**config.mk**
```make
export PLATFORM = sky130hd
export DESIGN_NAME = sap1_controller_sequencer
export DESIGN_NICKNAME = d
export VERILOG_FILES = /design/src/rtl/sap1_controller_sequencer.sv
export SDC_FILE = /design/constraint.sdc
export NUM_CORES = 1
export LEC_CHECK = 0
export BUFFER_PORTS_ARGS = -buffer_cell sky130_fd_sc_hd__buf_2
export CAP_MARGIN = 0
export CORE_AREA = 2 2 39 41
export CTS_BUF_LIST = sky130_fd_sc_hd__clkbuf_8
export CTS_CLUSTER_DIAMETER = 60
export DETAILED_ROUTE_END_ITERATION = 7
export DIE_AREA = 0 0 41 43
export PLACE_DENSITY = 0.62
export SLEW_MARGIN = 15
export SYNTH_ARGS = -nofsm -noshare
export SYNTH_HDL_FRONTEND = slang
export SYNTH_SLANG_ARGS = --single-unit
```
**constraint.sdc**
```tcl
create_clock -name CLK -period 2.6 [get_ports CLK]
set_input_delay 0.52 -clock CLK [delete_from_list [all_inputs] [get_ports CLK]]
set_output_delay 0.52 -clock CLK [all_outputs]
set_load 0.05 [all_outputs]
```
**src/rtl/sap1_controller_sequencer.sv**
```systemverilog
// sap1_controller_sequencer: SAP-1 T1..T6 ring counter plus decoder driving CON/HLT from CLK/CLR/opcode; SAP1_VARCYCLE_EN shortens cycles
module sap1_controller_sequencer #(
  parameter logic [3:0] OP_LDA = 4'h0,
  parameter logic [3:0] OP_ADD = 4'h1,
  parameter logic [3:0] OP_SUB = 4'h2,
  parameter logic [3:0] OP_OUT = 4'hE,
  parameter logic [3:0] OP_HLT = 4'hF
) (
  input  logic        CLK,
  input  logic        CLR,
  input  logic [3:0]  opcode,
  output logic [5:0]  T,
  output logic [11:0] CON,
  output logic        HLT
);
  localparam logic [5:0] T1 = 6'b000001;
  localparam logic [11:0] IDLE = 12'h3E3;
  logic [5:0] t_q, t_d;
  logic hlt_q, hlt_d;
  logic lda, add, sub, out, hlt_op, wrap;
  logic [11:0] con_t4, con_t5, con_t6;
  assign lda = opcode == OP_LDA;
  assign add = opcode == OP_ADD;
  assign sub = opcode == OP_SUB;
  assign out = opcode == OP_OUT;
  assign hlt_op = opcode == OP_HLT;
`ifdef SAP1_VARCYCLE_EN
  assign wrap = !hlt_q && ((t_q[3] && !(lda || add || sub || hlt_op)) || (t_q[4] && lda));
`else
  assign wrap = 1'b0;
`endif
  assign t_d = hlt_q ? t_q : wrap ? T1 : {t_q[4:0], t_q[5]};
  assign hlt_d = hlt_q | (t_q[3] & hlt_op);
  always_ff @(negedge CLK or posedge CLR) begin
    if (CLR) begin
      t_q <= T1;
      hlt_q <= 1'b0;
    end else begin
      t_q <= t_d;
      hlt_q <= hlt_d;
    end
  end
  always_comb begin
    con_t4 = (lda || add || sub) ? 12'h1A3 : out ? 12'h3F2 : IDLE;
    con_t5 = lda ? 12'h2C3 : (add || sub) ? 12'h2E1 : IDLE;
    con_t6 = add ? 12'h3C7 : sub ? 12'h3CF : IDLE;
    CON = (CLR || hlt_q) ? IDLE :
          t_q[0] ? 12'h5E3 :
          t_q[1] ? 12'hBE3 :
          t_q[2] ? 12'h263 :
          t_q[3] ? con_t4 :
          t_q[4] ? con_t5 :
          t_q[5] ? con_t6 : IDLE;
  end
  assign T = t_q;
  assign HLT = hlt_q;
endmodule
```
Word level (Yosys, flattened, before mapping)
Index checks and enable logic that the tools add are counted.
{"block": "op_classes", "n_addsub": 0, "n_mul": 0, "div": 0, "order_cmp": 0, "eq_ne": 4, "shifts": 0, "muxes": 13, "n_bitwise": 2, "n_reduce_logical": 5}
{"operator": "$mux 12", "n": 3}
{"operator": "$mux 10", "n": 3}
{"operator": "$mux 9", "n": 3}
{"operator": "$mux 6", "n": 3}
{"operator": "$eq 4x4->1 const B", "n": 2}
{"operator": "$mux 5", "n": 1}
{"operator": "$eq 4x1->1 const B", "n": 1}
{"operator": "$eq 4x2->1 const B", "n": 1}
{"operator": "$logic_not 4->1", "n": 1}
{"operator": "$logic_or 1x1->1", "n": 4}
{"operator": "$and 1x1->1", "n": 1}
{"operator": "$or 1x1->1", "n": 1}
{"block": "word_totals", "regBits": 7, "latchBits": 0, "ram_bits": 0, "mem_bits_ro": 0, "in_bits": 6, "output_inout_bits": 19, "elab_cells": 26, "n_memories": 0}

Depth between registers and ports, before layout
{"block": "depth", "depth_word": 10, "ltp_mapped": 3, "ltp_nobuf": 3}

==> reports/metrics.yaml <==
placed_design:
  port_buffers: 24
  postPlaceCellArea_um2: 801
  routabilityCongestion: 0.713
  hpwl_um: 945
  place_ws_ns: -0.831
yosys:
  ys_ff_latch: 7
  ys_async_sr_fraction: 1.00
  syn-num-nets: 52
  syn_area_um2: 440
  synthDistinctLibCells: 25
  seq_area_frac_synth: 0.401
  synth.avg_cell_area_um2: 9.57
  yosysWarnings: 0
  synth_edf_count: 0
  ys.flop_type: "dfrtn_1"
  syn_inst: 46
timing:
  layout_setup_ws_ns: -1.00
  hold_viol_final: 0
  rsz0062_at_grt: "yes"
  max-slew-margin-rel: 0.806
  worstMarginPinSlew_ns: 0.289
  setup_viol: 19
  setup-tns-final_ns: -11.14
  holdWs_ns: 0.586
  finClkSkew_ns: 0.0400
  slew_viol_final: 0
detailed_routing:
  drc: 0
  ant_nets: 0
  dr.pass1.iters: 2
  drt_iter0_markers: 3
  wl_mm: 1.52
  via_per_inst: 4.86
  via_count: 544
  wl_per_cell_um: 13.5
critical_path:
  cpMaxStageDelayCell: "or4_4"
  max_stage_delay_ns: 0.51
  required_ns: 2.08
  path_common_cell: "or4_4"
  worst_setup_path_start_kind: "flop"
  cp_max_fo: 2
  end_kind: "output port"
  arrival_ns: 3.08
  critical_path_class: "flop to output port"
  crit_chain: "or4_4, or4_4, inv_8, buf_8"
floorplanning:
  die_width_um: 41
  rows: 14
  coreArea_um2: 1380
  dieArea_um2: 1760
  fp.dieH_um: 43
  ioPinCount: 25
  initial_utilization: 0.318
clock_tree:
  cts_buffer_depth: 2
  cts_buffers: 3
  clock_latency_ns: 0.29
  ctsRootBufferMaster: "clkbuf_8"
  cts.sinks: 7
  cts_max_level: 1
  hold_buffers: 0
  path_clk_slew_ns: 0.03
  cts_tree: "done"
final_layout:
  fillers: 88
  num_antenna_cells: 0
  nets: 103
  layout-drive-gt1-share: 0.802
  final_area_um2: 1100
  post-route-util: 0.795
  areaGrowthSynthToFinish_pct: 150
outcome:
  outcome: "finished with violations"
  violations: "setup timing"
pwr:
  leakage_uw: 0.000510
  peakVddDrop_v: 0.000249
  power_density_nw_per_um2: 279
run:
  max_cap_violations: 0
global_routing:
  grt.total_usage: 0.194
  grt_pass1_wl_mm: 2.21
  grt-ovfl-total: 0
  antenna_found_initial: 0
  grt_pass1_vias: 507
  grt_start_max_net_pins: 12
worst_hold_path:
  hp-class: "flop to flop"
==> final cells by class <==
cell class,instances,area (um^2),area share
sequential,7,176,0.160
multi-input combinational,35,355,0.323
inverter,2,15.0,0.0137
clock inverter,2,8.76,0.00796
tap,16,20.0,0.0182
clock buffer,3,41.3,0.0375
timing repair buffer,47,483,0.439
==> state kept, by name, indices dropped and copies added, names as in the netlist <==
name  flops
HLT       1
T         6
==> worst paths after layout <==
check	start	end	slack [ns]	cells after the start
worst max-delay path	HLT$_DFF_NP0_	CON[4]	-1.00	4
worst min-delay path	T[5]$_DFFE_NP0N_	T[5]$_DFFE_NP0N_	0.59	2
worst max register to register	T[2]$_DFFE_NP0N_	T[2]$_DFFE_NP0N_	1.44	4
worst min register to register	T[5]$_DFFE_NP0N_	T[5]$_DFFE_NP0N_	0.59	2
max in group asynchronous	CLR	T[0]$_DFFE_NP1N_	0.71	3
min in group asynchronous	CLR	T[1]$_DFFE_NP0N_	1.55	3
==> report_power, final <==
part / internal [uW] / switching, uW
Clock: 106 / 58.0
Combinational: 15.1 / 18.1
Sequential: 110 / 0
Total: 231 / 76.0
==> repair_timing <==
action | CTS | global route
cloned | 0 | 0
hold endpoints to repair | 0 | 0
pin swaps | 2 | 1
setup buffers | 3 | 7
setup endpoints to repair | 19 | 19
gates resized for setup | 56 | 9
==> cells by family (layout without fill, tap and decap cells) <==
family | Yosys count | after routing | share of synthesized area
simple gates | 23 | 23 | 0.324
flops | 7 | 7 | 0.401
mux | 6 | 6 | 0.153
compound gates | 5 | 5 | 0.0682
buf+inv | 4 | 54 | 0.0341
xor+xnor | 1 | 1 | 0.0199
==> placed cells by master (no fill, tap or decap), types with 2 or more instances in the layout <==
master / instances
dfrtn_1: 6
mux2_2: 6
and2_4: 2
clkbuf_8: 3
inv_1: 2
buf_6: 18
o21ai_2: 2
buf_2: 5
or4_4: 3
buf_8: 10
buf_4: 14
==> Yosys cell counts (all sizes together), types with 2 or more instances <==
cell type | count | area share
nor4 | 2 | 0.028
dfrtn | 6 | 0.34
nor2 | 3 | 0.026
and2 | 3 | 0.045
nand3 | 2 | 0.023
inv | 3 | 0.026
o21ai | 3 | 0.034
mux2 | 6 | 0.15
or4 | 3 | 0.068
nand2 | 3 | 0.026
==> worst max-delay path, delay by kind of cell (launching register included) <==
family	cells	cell delay, ns
buf+inv	2	0.20
flops	1	0.34
simple gates	2	0.99
==> stage by stage <==
| stage | power [uW] | std cells |
|---|---|---|
| 6_report | 307 | 112 |
| 5_1_grt | 323 | 112 |
| 4_1_cts | 310 | 108 |
| 3_5_place_dp | 147 | 102 |
| 3_3_place_gp | 147 | 102 |
| 2_1_floorplan | 132 | 46 |
==> per-layer routing <==
layer  vias to the layer above  track usage  wire length [um]
met1                       258        0.225               614
li1                        266            -                 -
met2                        15        0.316               812
met4                         0        0.120                35
met5                         -            0                 0
met3                         5       0.0209                55
Power figures use the tool's default switching activity.
